File: src/rtl/s3g_tx_pkg.sv
// Shared definitions for the S3G transmitter: FSM state encoding, default
// sync byte and the CRC-8 update function also used by the S3G receiver.
package s3g_tx_pkg;

  typedef enum logic [2:0] {
    S_IDLE = 3'd0,
    S_SYNC = 3'd1,
    S_LEN  = 3'd2,
    S_DATA = 3'd3,
    S_CRC  = 3'd4,
    S_DONE = 3'd5
  } state_t;

  localparam logic [7:0] SYNC_BYTE_DEF = 8'hD5;

  // CRC-8, reflected polynomial 0x8C (Dallas/Maxim), data shifted LSB first.
  // Must stay bit-identical to the receiver's copy.
  function automatic logic [7:0] nextCRC8_D8(input logic [7:0] data,
                                             input logic [7:0] crc);
    logic [7:0] c;
    logic [7:0] d;
    logic       mix;
    c = crc;
    d = data;
    for (int i = 0; i < 8; i++) begin
      mix = c[0] ^ d[0];
      c   = {1'b0, c[7:1]};
      if (mix) c = c ^ 8'h8C;
      d   = {1'b0, d[7:1]};
    end
    return c;
  endfunction

endpackage

File: src/rtl/s3g_tx_buf.sv
// Payload buffer for the S3G transmitter: simple dual-port RAM, synchronous
// write, registered read (data appears one cycle after the address).
module s3g_tx_buf
  import s3g_tx_pkg::*;
#(
  parameter int ADDR_W = 8
) (
  input  logic              clk,
  input  logic              wr_en,
  input  logic [ADDR_W-1:0] wr_addr,
  input  logic [7:0]        wr_data,
  input  logic [ADDR_W-1:0] rd_addr,
  output logic [7:0]        rd_data
);

  logic [7:0] mem [0:(1<<ADDR_W)-1];

  // Write port and registered read port; contents are never reset.
  always_ff @(posedge clk) begin
    if (wr_en) mem[wr_addr] <= wr_data;
    rd_data <= mem[rd_addr];
  end

endmodule

File: src/rtl/s3g_tx.sv
// S3G packet transmitter: frames buffer contents as SYNC, length, payload,
// CRC-8 and hands bytes to the UART one at a time via tx_start/tx_busy.
// Optional build macro S3G_TX_CRC_CORRUPT_EN adds input crc_corrupt, which
// (when sampled high with send) flips bit 0 of the transmitted CRC byte.
//
// state  | meaning
// S_IDLE | waiting for send; buffer writable
// S_SYNC | issue the sync byte
// S_LEN  | issue the payload length
// S_DATA | issue payload bytes, accumulate CRC
// S_CRC  | issue the CRC byte
// S_DONE | wait for the UART to drain, then pulse packet_sent
module s3g_tx
  import s3g_tx_pkg::*;
#(
  parameter logic [7:0] SYNC_BYTE = SYNC_BYTE_DEF,
  parameter int         ADDR_W    = 8
) (
  input  logic              clk,
  input  logic              rst,
  input  logic              buf_wr_en,
  input  logic [ADDR_W-1:0] buf_wr_addr,
  input  logic [7:0]        buf_wr_data,
  input  logic [7:0]        payload_len,
  input  logic              send,
`ifdef S3G_TX_CRC_CORRUPT_EN
  input  logic              crc_corrupt,
`endif
  input  logic              tx_busy,
  output logic [7:0]        tx_data,
  output logic              tx_start,
  output logic              busy,
  output logic              packet_sent
);

  state_t            state, state_n;
  logic [7:0]        byte_cnt, byte_cnt_n;
  logic [ADDR_W-1:0] rd_addr, rd_addr_n;
  logic [7:0]        crc, crc_n;
  logic [7:0]        tx_data_n;
  logic              tx_start_n, busy_n, sent_n;
  logic              tx_start_d;
  logic              corrupt_q, corrupt_n;
  logic              corrupt_in;
  logic [7:0]        rd_data;
  logic              can_issue;

`ifdef S3G_TX_CRC_CORRUPT_EN
  assign corrupt_in = crc_corrupt;
`else
  assign corrupt_in = 1'b0;
`endif

  // The buffer is frozen while a packet is in flight.
  s3g_tx_buf #(.ADDR_W(ADDR_W)) u_buf (
    .clk     (clk),
    .wr_en   (buf_wr_en & ~busy),
    .wr_addr (buf_wr_addr),
    .wr_data (buf_wr_data),
    .rd_addr (rd_addr),
    .rd_data (rd_data)
  );

  // tx_start is registered, so blocking on both the live pulse and its delayed
  // copy keeps two idle cycles after every issue: enough for the UART to raise
  // tx_busy and for the prefetched read of the next payload byte to land.
  assign can_issue = ~tx_busy & ~tx_start & ~tx_start_d;

  // Next-state and output decode.
  always_comb begin
    state_n    = state;
    byte_cnt_n = byte_cnt;
    rd_addr_n  = rd_addr;
    crc_n      = crc;
    tx_data_n  = tx_data;
    tx_start_n = 1'b0;
    busy_n     = busy;
    sent_n     = 1'b0;
    corrupt_n  = corrupt_q;
    case (state)
      S_IDLE: begin
        busy_n = 1'b0;
        if (send) begin
          byte_cnt_n = payload_len;
          crc_n      = 8'h00;
          rd_addr_n  = '0;
          busy_n     = 1'b1;
          corrupt_n  = corrupt_in;
          state_n    = S_SYNC;
        end
      end
      S_SYNC: begin
        if (can_issue) begin
          tx_start_n = 1'b1;
          tx_data_n  = SYNC_BYTE;
          state_n    = S_LEN;
        end
      end
      S_LEN: begin
        if (can_issue) begin
          tx_start_n = 1'b1;
          tx_data_n  = byte_cnt;
          state_n    = (byte_cnt != 8'd0) ? S_DATA : S_CRC;
        end
      end
      S_DATA: begin
        if (can_issue) begin
          tx_start_n = 1'b1;
          tx_data_n  = rd_data;
          crc_n      = nextCRC8_D8(rd_data, crc);
          rd_addr_n  = rd_addr + 1'b1;
          byte_cnt_n = byte_cnt - 8'd1;
          if (byte_cnt == 8'd1) state_n = S_CRC;
        end
      end
      S_CRC: begin
        if (can_issue) begin
          tx_start_n = 1'b1;
          tx_data_n  = crc ^ {7'b0, corrupt_q};
          state_n    = S_DONE;
        end
      end
      S_DONE: begin
        if (can_issue) begin
          sent_n  = 1'b1;
          busy_n  = 1'b0;
          state_n = S_IDLE;
        end
      end
      default: begin
        busy_n  = 1'b0;
        state_n = S_IDLE;
      end
    endcase
  end

  // State and output registers; reset drops any pending issue.
  always_ff @(posedge clk) begin
    if (rst) begin
      state       <= S_IDLE;
      byte_cnt    <= 8'd0;
      rd_addr     <= '0;
      crc         <= 8'd0;
      tx_data     <= 8'd0;
      tx_start    <= 1'b0;
      tx_start_d  <= 1'b0;
      busy        <= 1'b0;
      packet_sent <= 1'b0;
      corrupt_q   <= 1'b0;
    end else begin
      state       <= state_n;
      byte_cnt    <= byte_cnt_n;
      rd_addr     <= rd_addr_n;
      crc         <= crc_n;
      tx_data     <= tx_data_n;
      tx_start    <= tx_start_n;
      tx_start_d  <= tx_start;
      busy        <= busy_n;
      packet_sent <= sent_n;
      corrupt_q   <= corrupt_n;
    end
  end

endmodule

File: config.mk
export PLATFORM = sky130hd
export DESIGN_NAME = s3g_tx
export DESIGN_NICKNAME = d
export VERILOG_FILES = /design/src/rtl/s3g_tx_pkg.sv /design/src/rtl/s3g_tx_buf.sv /design/src/rtl/s3g_tx.sv
export SDC_FILE = /design/constraint.sdc
export NUM_CORES = 2
export LEC_CHECK = 0
export CORE_MARGIN = 2
export CORE_UTILIZATION = 50
export DETAILED_ROUTE_END_ITERATION = 8
export PLACE_DENSITY = 0.73
export SLEW_MARGIN = 25
export SYNTH_ARGS = -nofsm -noshare
export SYNTH_HDL_FRONTEND = slang
export SYNTH_SLANG_ARGS = --single-unit
File: constraint.sdc
create_clock -name clk -period 5.8 [get_ports clk]
set_input_delay 0.87 -clock clk [delete_from_list [all_inputs] [get_ports clk]]
set_output_delay 0.87 -clock clk [all_outputs]
set_load 0.05 [all_outputs]
==> impl_metrics.tcl <==
set metrics [dict create \
    maxSlewViolCount 0 \
    start_kind "flip-flop" \
    final_cell_mix "edfxtp_1, mux4_2, nor2_1" \
    cts_buffer_depth 3 \
    cts_buffers 197 \
    postCtsHoldBufs 0 \
    power.leakage_nw 27.1 \
    crit_required_ns 6.55 \
    fin_crit_sh_pct 70.4 \
    pin_count 40 \
    fmax_mhz 245 \
    chipHeight_um 409 \
    maxCapViolations 0 \
    drt_first_pass_iters 6 \
    synth_area_per_cell_um2 19.9 \
    post_drt_wl_per_cell_um 33.5 \
    finalCriticalPeriod_ns 4.08 \
    design.core.area_um2 163000 \
    drcViolationCount 0 \
    multi_input_area_um2 18000 \
    crit_type "flip-flop to flip-flop" \
    start_util_pct 50.4 \
    synth_edf_count 2048 \
    numPortBuffers 39 \
    cp-end-kind "flip-flop" \
    synthCells 4117 \
    post_cts_resized 0 \
    fillCellCount 11700 \
    seq_area_frac_synth_pct 76.2 \
    post_dp_cell_area_um2 84700 \
    regArea_um2 62500 \
    post-cts-setup-buffer-count 0 \
    cp.arrival_ns 4.83 \
    layout_setup_ws_ns 1.72 \
    ir_drop_v 0.000305 \
    hpwl_um 130000 \
    outcome "completed" \
    pre_cts_ws_ns 1.86 \
    gp_congestion 0.915 \
    num_vias 43400 \
    ys_ff_latch 2095 \
    syn-num-nets 4149 \
    syn_to_final_growth_pct 11.2 \
    clk_pin_slew_ns 0.06 \
    hold_ws_ns 0.486 \
    tns_ns 0 \
    p_per_area_nw_per_um2 332 \
    tritoncts "done" \
    yosys_warnings 0 \
    tightest_slew_ns 1.19 \
    clock_skew_ns 0.0361 \
    grt_pass1_wl_um 310000 \
    crit_fanout 37 \
    finalHoldViolCount 0 \
    mappedNetlistArea_um2 82000 \
    wl_um 219000 \
    min_path_type "flip-flop to flip-flop" \
    cts_sinks 2095 \
    vias_per_cell 6.62 \
    ant_nets 0 \
    async_flop_share_pct 0 \
    grt_overflow 0 \
    htree_levels 4 \
    final_common_cell "edfxtp_1" \
    ys.flop_type "edfxtp_1" \
    drive_above_1_share_pct 19.7 \
    ys_types 69 \
    cts-root-buf "clkbuf_16" \
    setup_violations 0 \
    first_global_vias 41800 \
    rows 148 \
    antenna_found_initial 11 \
    rsz0062_at_grt "false" \
    worstSkewPairLatency_ns 0.85 \
    post-route-cell-area_um2 91200 \
    fp.dieW_um 409 \
    slew_headroom_pct 20.7 \
    drt-initial-drc-count 7024 \
    gr-usage-all-layers_pct 26.1 \
    grt_max_degree 193 \
    final_nets 4238 \
    dieArea_um2 167000 \
]
-- through the flow --
stage                     std cells  total power [mW]  util (%)
final                          6550              30.3      56.0
after global routing           6539              30.9      56.0
after CTS                      6538              30.3      56.0
after detailed placement       6181              17.7      52.1
after global placement         6181              17.7      52.1
after floorplan                4117              17.3         -
-- sequential cells by signal (all words and copies together), names as in the netlist --
register       flops
busy               1
tx_data            8
tx_start           1
u_buf.rd_data      8
tx_start_d         1
rd_addr            8
byte_cnt           8
state              3
packet_sent        1
u_buf.mem       2048
crc                8
-- layout make-up --
type,instances,area share (%)
Clock inverter,118,1.26
Sequential cell,2095,68.5
Timing Repair Buffer,147,1.65
Inverter,8,0.0343
Antenna cell,11,0.0302
Clock buffer,239,5.73
Multi-Input combinational cell,1757,19.8
Tap cell,2175,2.99
-- cells in the mapped netlist, drive strengths merged, types with 4 or more instances --
cell type	count	area (um2)
and3	4	25.0
mux2i	215	2150
o31ai	5	37.5
nor2	340	1280
nand2	125	469
nor2b	18	113
buf	138	1080
nand3b	5	37.5
xnor2	20	175
o32ai	4	35.0
a21oi	94	470
xor2	8	70.1
dfxtp	47	941
a211oi	28	210
inv	8	30.0
a221oi	43	389
nand4	20	125
a41oi	5	43.8
edfxtp	2048	61500
o211ai	6	45.0
mux2	10	113
nand2b	5	31.3
o21ai	57	285
o221ai	25	219
o22ai	39	244
a22o	7	61.3
a211o	4	35.0
and2	8	50.1
nor3	25	125
mux4	430	9680
a32oi	4	35.0
nor4	5	31.3
clkbuf	119	447
a22oi	79	593
or2	6	37.5
a311oi	7	61.3
a31oi	11	68.8
a2111oi	7	62.6
nand3	58	295
-- where the power goes --
part	switching, mW	leakage [nW]	total [mW]	internal, mW
clock network	5.55	3.12	12.8	7.29
logic	0.546	5.17	0.747	0.201
registers	0.0340	18.8	16.7	16.6
total	6.13	27.1	30.3	24.1
-- cell families after synthesis --
logic type	share of synthesized area (%)
adders and majority gates	0.0458
and+or+nand+nor	3.22
buffers and inverters	1.90
muxes	14.6
AOI/OAI and AO/OA	3.79
DFF	76.2
xor gates and xnor gates	0.299
-- final timing paths --
check,startpoint,end,slack [ns],cells after the start
setup / recovery,rd_addr[2]$_SDFFE_PP0P_,u_buf.rd_data[7]$_DFF_P_,1.72,8
hold / removal,tx_start$_SDFF_PP0_,tx_start_d$_SDFF_PP0_,0.49,1
setup reg to reg,rd_addr[2]$_SDFFE_PP0P_,u_buf.rd_data[7]$_DFF_P_,1.72,8
hold reg to reg,tx_start$_SDFF_PP0_,tx_start_d$_SDFF_PP0_,0.49,1
-- routing by layer --
layer  up-vias  share of wire, %  track usage (%)
met3       523                13             7.57
met1     22500                37             35.8
met4        12               4.3             10.7
li1      17100                 -                -
met2      3160                46             39.4
met5         -             0.037                0
-- worst max-delay path, stage by stage, from the launching register on --
cell and delay [ns]:
dfxtp_4 0.80, and2_1 0.93, buf_4 0.40, nand2_1 0.08, nand4_1 0.12, o2111ai_1 0.29, a311oi_1 0.72, a21oi_1 0.24
a22o_1 0.26
Note: power is estimated with default switching activity, not from simulation.
